[src/rtl/card_dealer_pkg.sv]
// Shared types and helpers for the blackjack card dealer.
// Card/rank widths, deck constants, FSM states, point mapping.
package card_dealer_pkg;

  localparam int CARD_W    = 5;
  localparam int RANK_W    = 4;
  localparam int CNT_W     = 6;
  localparam int DECK_SIZE = 52;
  localparam int LFSR_W    = 16;

  localparam logic [CARD_W-1:0] ACE_POINTS  = 5'd11;
  localparam logic [CARD_W-1:0] FACE_POINTS = 5'd10;
  localparam logic [RANK_W-1:0] MAX_RANK    = 4'd13;

  localparam logic [LFSR_W-1:0] LFSR_TAPS = 16'hB400;

  typedef enum logic {
    PLAYER = 1'b0,
    DEALER = 1'b1
  } dealTarget_e;

  typedef enum logic [2:0] {
    FILL,
    SHUFFLE,
    READY,
    LOAD,
    STROBE,
    EMPTY
  } dealerState_e;

  typedef struct packed {
    logic [RANK_W-1:0] rank;
    logic [CARD_W-1:0] points;
  } card_t;

  function automatic logic [CARD_W-1:0] rankToPoints(
    input logic [RANK_W-1:0] rank
  );
    logic [CARD_W-1:0] pts;
    unique case (1'b1)
      (rank == 4'd1): pts = ACE_POINTS;
      (rank > 4'd10): pts = FACE_POINTS;
      default:        pts = {1'b0, rank};
    endcase
    return pts;
  endfunction

  // Smallest all-ones mask covering 0..idx.
  function automatic logic [CNT_W-1:0] shuffleMask(
    input logic [CNT_W-1:0] idx
  );
    logic [CNT_W-1:0] m;
    if (idx >= 6'd32)      m = 6'd63;
    else if (idx >= 6'd16) m = 6'd31;
    else if (idx >= 6'd8)  m = 6'd15;
    else if (idx >= 6'd4)  m = 6'd7;
    else if (idx >= 6'd2)  m = 6'd3;
    else                   m = 6'd1;
    return m;
  endfunction

endpackage

[src/rtl/card_dealer_shuffle_lfsr.sv]
// 16-bit Galois LFSR (x^16+x^14+x^13+x^11+1) for the shuffle.
// Emits the low bits masked down to the current candidate range.
module card_shuffle_lfsr
  import card_dealer_pkg::*;
#(
  parameter logic [LFSR_W-1:0] SEED = 16'hACE1
) (
  input  logic             clk,
  input  logic             rst_n,
  input  logic             advance,
  input  logic [CNT_W-1:0] mask,
  output logic [CNT_W-1:0] candidate
);

  logic [LFSR_W-1:0] state;

  always_ff @(posedge clk or negedge rst_n) begin
    if (!rst_n) begin
      state <= SEED;
    end else if (advance) begin
      state <= {1'b0, state[LFSR_W-1:1]}
             ^ (state[0] ? LFSR_TAPS : '0);
    end
  end

  assign candidate = state[CNT_W-1:0] & mask;

endmodule

[src/rtl/card_dealer.sv]
// 52-card deck: fill, Fisher-Yates shuffle, deal with add strobes.
// CARD_DEALER_FREE_RUN_LFSR_EN: LFSR also runs while idle.
module card_dealer
  import card_dealer_pkg::*;
#(
  parameter logic [LFSR_W-1:0] LFSR_SEED = 16'hACE1
) (
  input  logic              i_clk,
  input  logic              i_reset_n,
  input  logic              i_shuffle,
  input  logic              i_dealReq,
  input  logic              i_dealTarget,
  output logic [CARD_W-1:0] o_newCard,
  output logic [RANK_W-1:0] o_newRank,
  output logic              o_addCardPlayer,
  output logic              o_addCardDealer,
  output logic              o_ready,
  output logic              o_deckEmpty,
  output logic [CNT_W-1:0]  o_cardsRemaining
);

  dealerState_e      state;
  dealTarget_e       target;
  logic [RANK_W-1:0] deck [DECK_SIZE];
  logic [CNT_W-1:0]  fillIdx;
  logic [RANK_W-1:0] fillRank;
  logic [CNT_W-1:0]  shufIdx;
  logic [CNT_W-1:0]  swapIdx;
  logic [CNT_W-1:0]  topIdx;
  logic              lfsrAdvance;
  logic              swapOk;
  logic              strobeHigh;
  logic              acceptShuffle;
  card_t             topCard;

`ifdef CARD_DEALER_FREE_RUN_LFSR_EN
  assign lfsrAdvance = state inside {SHUFFLE, READY, EMPTY};
`else
  assign lfsrAdvance = (state == SHUFFLE);
`endif

  card_shuffle_lfsr #(
    .SEED      (LFSR_SEED)
  ) u_lfsr (
    .clk       (i_clk),
    .rst_n     (i_reset_n),
    .advance   (lfsrAdvance),
    .mask      (shuffleMask(shufIdx)),
    .candidate (swapIdx)
  );

  assign topIdx        = o_cardsRemaining - CNT_W'(1);
  assign swapOk        = (swapIdx <= shufIdx);
  assign strobeHigh    = o_addCardPlayer | o_addCardDealer;
  assign acceptShuffle = i_shuffle
                       & ((state == READY) | (state == EMPTY));
  assign topCard.rank   = deck[topIdx];
  assign topCard.points = rankToPoints(deck[topIdx]);

  // Deck contents need no reset: FILL rebuilds them after release.
  always_ff @(posedge i_clk) begin
    if (state == FILL) begin
      deck[fillIdx] <= fillRank;
    end else if (state == SHUFFLE && swapOk) begin
      deck[shufIdx] <= deck[swapIdx];
      deck[swapIdx] <= deck[shufIdx];
    end
  end

  always_ff @(posedge i_clk or negedge i_reset_n) begin
    if (!i_reset_n) begin
      state            <= FILL;
      target           <= PLAYER;
      fillIdx          <= '0;
      fillRank         <= 4'd1;
      shufIdx          <= CNT_W'(DECK_SIZE - 1);
      o_newCard        <= '0;
      o_newRank        <= '0;
      o_addCardPlayer  <= 1'b0;
      o_addCardDealer  <= 1'b0;
      o_ready          <= 1'b0;
      o_deckEmpty      <= 1'b0;
      o_cardsRemaining <= '0;
    end else begin
      unique case (state)
        FILL: begin
          fillIdx  <= fillIdx + CNT_W'(1);
          fillRank <= (fillRank == MAX_RANK)
                    ? 4'd1 : fillRank + 4'd1;
          if (fillIdx == CNT_W'(DECK_SIZE - 1)) begin
            o_cardsRemaining <= CNT_W'(DECK_SIZE);
            shufIdx          <= CNT_W'(DECK_SIZE - 1);
            state            <= SHUFFLE;
          end
        end
        SHUFFLE: begin
          if (swapOk) begin
            if (shufIdx == CNT_W'(1)) begin
              o_ready <= 1'b1;
              state   <= READY;
            end else begin
              shufIdx <= shufIdx - CNT_W'(1);
            end
          end
        end
        READY: begin
          if (acceptShuffle) begin
            fillIdx          <= '0;
            fillRank         <= 4'd1;
            o_ready          <= 1'b0;
            o_deckEmpty      <= 1'b0;
            o_cardsRemaining <= '0;
            state            <= FILL;
          end else if (i_dealReq) begin
            target  <= dealTarget_e'(i_dealTarget);
            o_ready <= 1'b0;
            state   <= LOAD;
          end
        end
        LOAD: begin
          o_newRank        <= topCard.rank;
          o_newCard        <= topCard.points;
          o_cardsRemaining <= topIdx;
          state            <= STROBE;
        end
        STROBE: begin
          // Two cycles here: raise the strobe, then drop it.
          if (!strobeHigh) begin
            o_addCardPlayer <= (target == PLAYER);
            o_addCardDealer <= (target == DEALER);
          end else begin
            o_addCardPlayer <= 1'b0;
            o_addCardDealer <= 1'b0;
            o_ready         <= 1'b1;
            if (o_cardsRemaining == '0) begin
              o_deckEmpty <= 1'b1;
              state       <= EMPTY;
            end else begin
              state <= READY;
            end
          end
        end
        EMPTY: begin
          if (acceptShuffle) begin
            fillIdx          <= '0;
            fillRank         <= 4'd1;
            o_ready          <= 1'b0;
            o_deckEmpty      <= 1'b0;
            o_cardsRemaining <= '0;
            state            <= FILL;
          end
        end
        default: state <= FILL;
      endcase
    end
  end

endmodule

[config.mk]
export PLATFORM = sky130hd
export DESIGN_NAME = card_dealer
export DESIGN_NICKNAME = d
export VERILOG_FILES = /design/src/rtl/card_dealer_pkg.sv /design/src/rtl/card_dealer_shuffle_lfsr.sv /design/src/rtl/card_dealer.sv
export SDC_FILE = /design/constraint.sdc
export NUM_CORES = 1
export LEC_CHECK = 0
export ABC_CLOCK_PERIOD_IN_PS = 8200
export BUFFER_PORTS_ARGS = -buffer_cell sky130_fd_sc_hd__clkbuf_2
export CAP_MARGIN = 20
export CORE_ASPECT_RATIO = 0.8
export CORE_UTILIZATION = 65
export DETAILED_ROUTE_END_ITERATION = 8
export HOLD_SLACK_MARGIN = 0.06
export PLACE_DENSITY_LB_ADDON = 0.08
export SLEW_MARGIN = 20
export SYNTH_ARGS = -nofsm -noshare
export SYNTH_HDL_FRONTEND = slang
export SYNTH_SLANG_ARGS = --single-unit
export TNS_END_PERCENT = 30
[constraint.sdc]
create_clock -name i_clk -period 8.2 [get_ports i_clk]
set_input_delay 0.41 -clock i_clk [delete_from_list [all_inputs] [get_ports i_clk]]
set_output_delay 0.41 -clock i_clk [all_outputs]
set_load 0.02 [all_outputs]
==> out/summary.txt <==
initial detailed-routing violation count -> 1954
Inserted Clock Buffers -> 28
max layer used -> met4
vias in the first global route -> 11900
Seq pwr share -> 31.8%
CP startpoint kind -> flop
clock sink total -> 262
post-synthesis xor/xnor area fraction -> 0.5537%
die footprint -> 0.02743 mm^2
placed instance area -> 0.01772 mm^2
drt drc -> 0
PwrDens -> 355.7 mW/mm^2
main combinational cell family by area after synthesis -> multiplexers
Critical Path RT -> 8460 ps
Slew Viols, Final -> 0
post-placement cell count -> 1607
PostCTS Resize Cnt -> 0
Fin. Hold Viols -> 0
DR WL met3 -> 7900 um
CTS tree -> built
Post-DRT Antenna Nets -> 0
fraction of layout instances using a drive strength above 1 -> 24.08%
Max Cap Viol -> 0
Critical Path End Type -> flop
post-route clock period utilization -> 69.97%
status -> finished clean
fraction of registers with async set/reset -> 20.61%
Sw Pwr -> 2.784 mW
critical path data arrival time -> 5990 ps
Fin Setup TNS -> 0 ps
post-DR vias/cell -> 7.696
Cell variety after synth -> 77
YS warnings -> 0
simple-gate share of the synthesized area -> 7.255%
cell area after layout -> 0.01867 mm^2
cell area after synthesis -> 0.01740 mm^2
GPL Wtd Cong -> 1.021
Initial Utilization -> 66.26%
H-tree levels -> 1
Metal-1 WL -> 20150 um
clock root buffer -> clkbuf_16
Seq/Total Area, Yosys -> 43.75%
Critical Path Fanout Max -> 35
# port buffers -> 22
worst min-delay path class -> in -> reg
Synth Area in Adders -> 0.8629%
Mean Syn Cell Area -> 13.13 um^2
drt first pass iters -> 6
unrepaired setup endpoints after global routing -> false
Pleak -> 7.574 nW
Max Fclk -> 0.1743 GHz
Post-synth EDFFs -> 208
Overall Global Routing Usage -> 40.28%
Routed WL -> 53580 um
Compound-Gate Fraction of Synth Area -> 7.953%
HPWL Detailed -> 36350 um
clk buf depth -> 3
Synth-to-Final Area Change -> 7.292%
multiplexer area fraction after synthesis -> 35.82%
total power draw -> 6.640 mW
row count -> 53
Switching Fraction -> 41.92%
Mapped Nets -> 1342
metal2 WL -> 23440 um
Clock Latency Late Sink -> 560 ps
Most used DFF post-synth -> edfxtp_1
Fin Clk Skew -> 20.60 ps
Non-Filler Instances -> 1662
global-route wire length before repair -> 79770 um
Post-CTS Setup Inserts -> 0
Ports -> 24
Setup Viol. Count Final -> 0
Worst-path clk slew -> 70 ps
core area -> 0.02626 mm^2
combinational fraction of design power -> 49.0%
clock share of power -> 19.2%
hold_buf cts -> 1
NumNets Final -> 1299
Hold Slack -> 102.1 ps
total internal power -> 3.856 mW
Worst Max-Slew Pin Slew -> 1178 ps
Die W -> 184.9 um
initial antenna violation count -> 1
Die H -> 148.3 um
#FFs+latches synth -> 262
via count -> 12790
min Tclk post-route -> 5738 ps
largest net degree at the start of global routing -> 55
GRT Residual Overflow -> 0
WS Path Type -> reg -> reg
Routed WL per cell -> 32.24 um
cells after synthesis -> 1325
VDD IR-drop max -> 0.3290 mV
Slew headroom -> 21.03%
[flip-flops by register name (all words and copies together) (netlist names), 3 cells and up]
| name | cells |
|---|---|
| shufIdx | 6 |
| u_lfsr.state | 16 |
| o_newCard | 4 |
| state | 3 |
| fillRank | 4 |
| o_newRank | 4 |
| deck | 208 |
| o_cardsRemaining | 6 |
| fillIdx | 6 |
[stage by stage]
step	setup slack, ps	util (%)
global route	2313	71.08
detailed placement	2646	67.48
floorplan	3675	-
finish	2462	71.09
global placement	2751	67.47
CTS	2618	71.03
[critical path: stages, from the launching register on]
cell and delay (ps):
dfrtp_1 670, or4_4 680, o21ai_4 220, inv_2 410, ha_1 460, nor2b_1 140
o21a_1 160, o21a_1 170, o211ai_1 180, and3_1 180, buf_4 440, mux2_4 360
a31oi_4 680, buf_4 500, mux2i_1 150
[cells in the final DEF, fill, tap and decap left out, types with 5 or more instances in the layout]
cell type,Yosys,layout
mux2i_1,236,235
edfxtp_1,208,208
mux4_2,166,166
nand2_1,129,129
o21ai_0,89,89
nor2_1,41,40
dfrtp_1,41,40
clkbuf_16,0,31
buf_4,1,29
a21oi_1,26,25
clkbuf_2,0,22
nand3_1,20,20
a22oi_1,17,17
nor3_1,23,17
and3_1,12,12
inv_1,11,11
ha_1,12,11
clkbuf_1,72,11
dfstp_2,13,11
a31oi_1,11,10
and2_1,9,9
nor2b_1,8,8
mux2_2,8,8
nor3_2,1,7
o22ai_1,6,6
a22o_1,6,6
xnor2_1,7,6
clkbuf_8,0,6
nor3b_1,5,5
a41oi_1,5,5
[cell families after synthesis]
kind of cell,count (synthesis)
multiplexers,412
AND/OR/NAND/NOR,273
flip-flops,262
AO/OA/AOI/OAI,212
buffers and inverters,142
adder cells (fa/ha/maj),12
XOR/XNOR,11
other,1
[path summary, 6_finish.rpt]
check	depth (start not counted)	from	slack, ps	endpoint
setup / recovery	14	shufIdx[3]	2460	deck[22][0]
hold / removal	2	i_dealTarget	100	target
setup reg to reg	14	shufIdx[3]	2460	deck[22][0]
hold reg to reg	2	u_lfsr.state[6]	450	u_lfsr.state[5]
max in group asynchronous	3	i_reset_n	7140	o_cardsRemaining[0]
min in group asynchronous	3	i_reset_n	530	o_newRank[1]
[area by class of cell]
cell class / count / area [um^2]
inverters: 16 / 60.06
flip-flops and latches: 262 / 7625
clock inverters: 4 / 23.77
clock buffers: 48 / 899.6
fillers: 1803 / 7591
multi-input cells: 921 / 9266
well taps: 357 / 446.7
repair buffers: 53 / 345.3
diodes: 1 / 2.502
[power by group through the flow]
stage / registers, mW / logic (mW) / clock network [mW]
6_report: 2.11 / 3.25 / 1.28
3_3_place_gp: 2.12 / 3.07 / 0
3_5_place_dp: 2.13 / 3.15 / 0
2_1_floorplan: 2.00 / 2.30 / 0
4_1_cts: 2.10 / 3.16 / 1.27
5_1_grt: 2.13 / 3.40 / 1.32
[synth_stat cells, drive strengths merged, types with 15 or more instances]
cell    number  area share, %
mux2i      236             14
edfxtp     208             36
mux4       167             22
nand2      129            2.8
o21ai       93            2.8
clkbuf      72            1.6
buf         54            1.9
dfrtp       41            5.9
nor2        41           0.88
a21oi       26           0.75
nor3        24           0.72
nand3       20           0.58
a22oi       17           0.73
inv         15           0.32
[metal layers]
metal / vias to the layer above / GRT usage [%]
li1: 5201 / -
met1: 6462 / 57.59
met2: 981 / 57.48
met3: 147 / 14.05
met4: 0 / 14.17
met5: - / 0
Power figures use the tool's default switching activity.
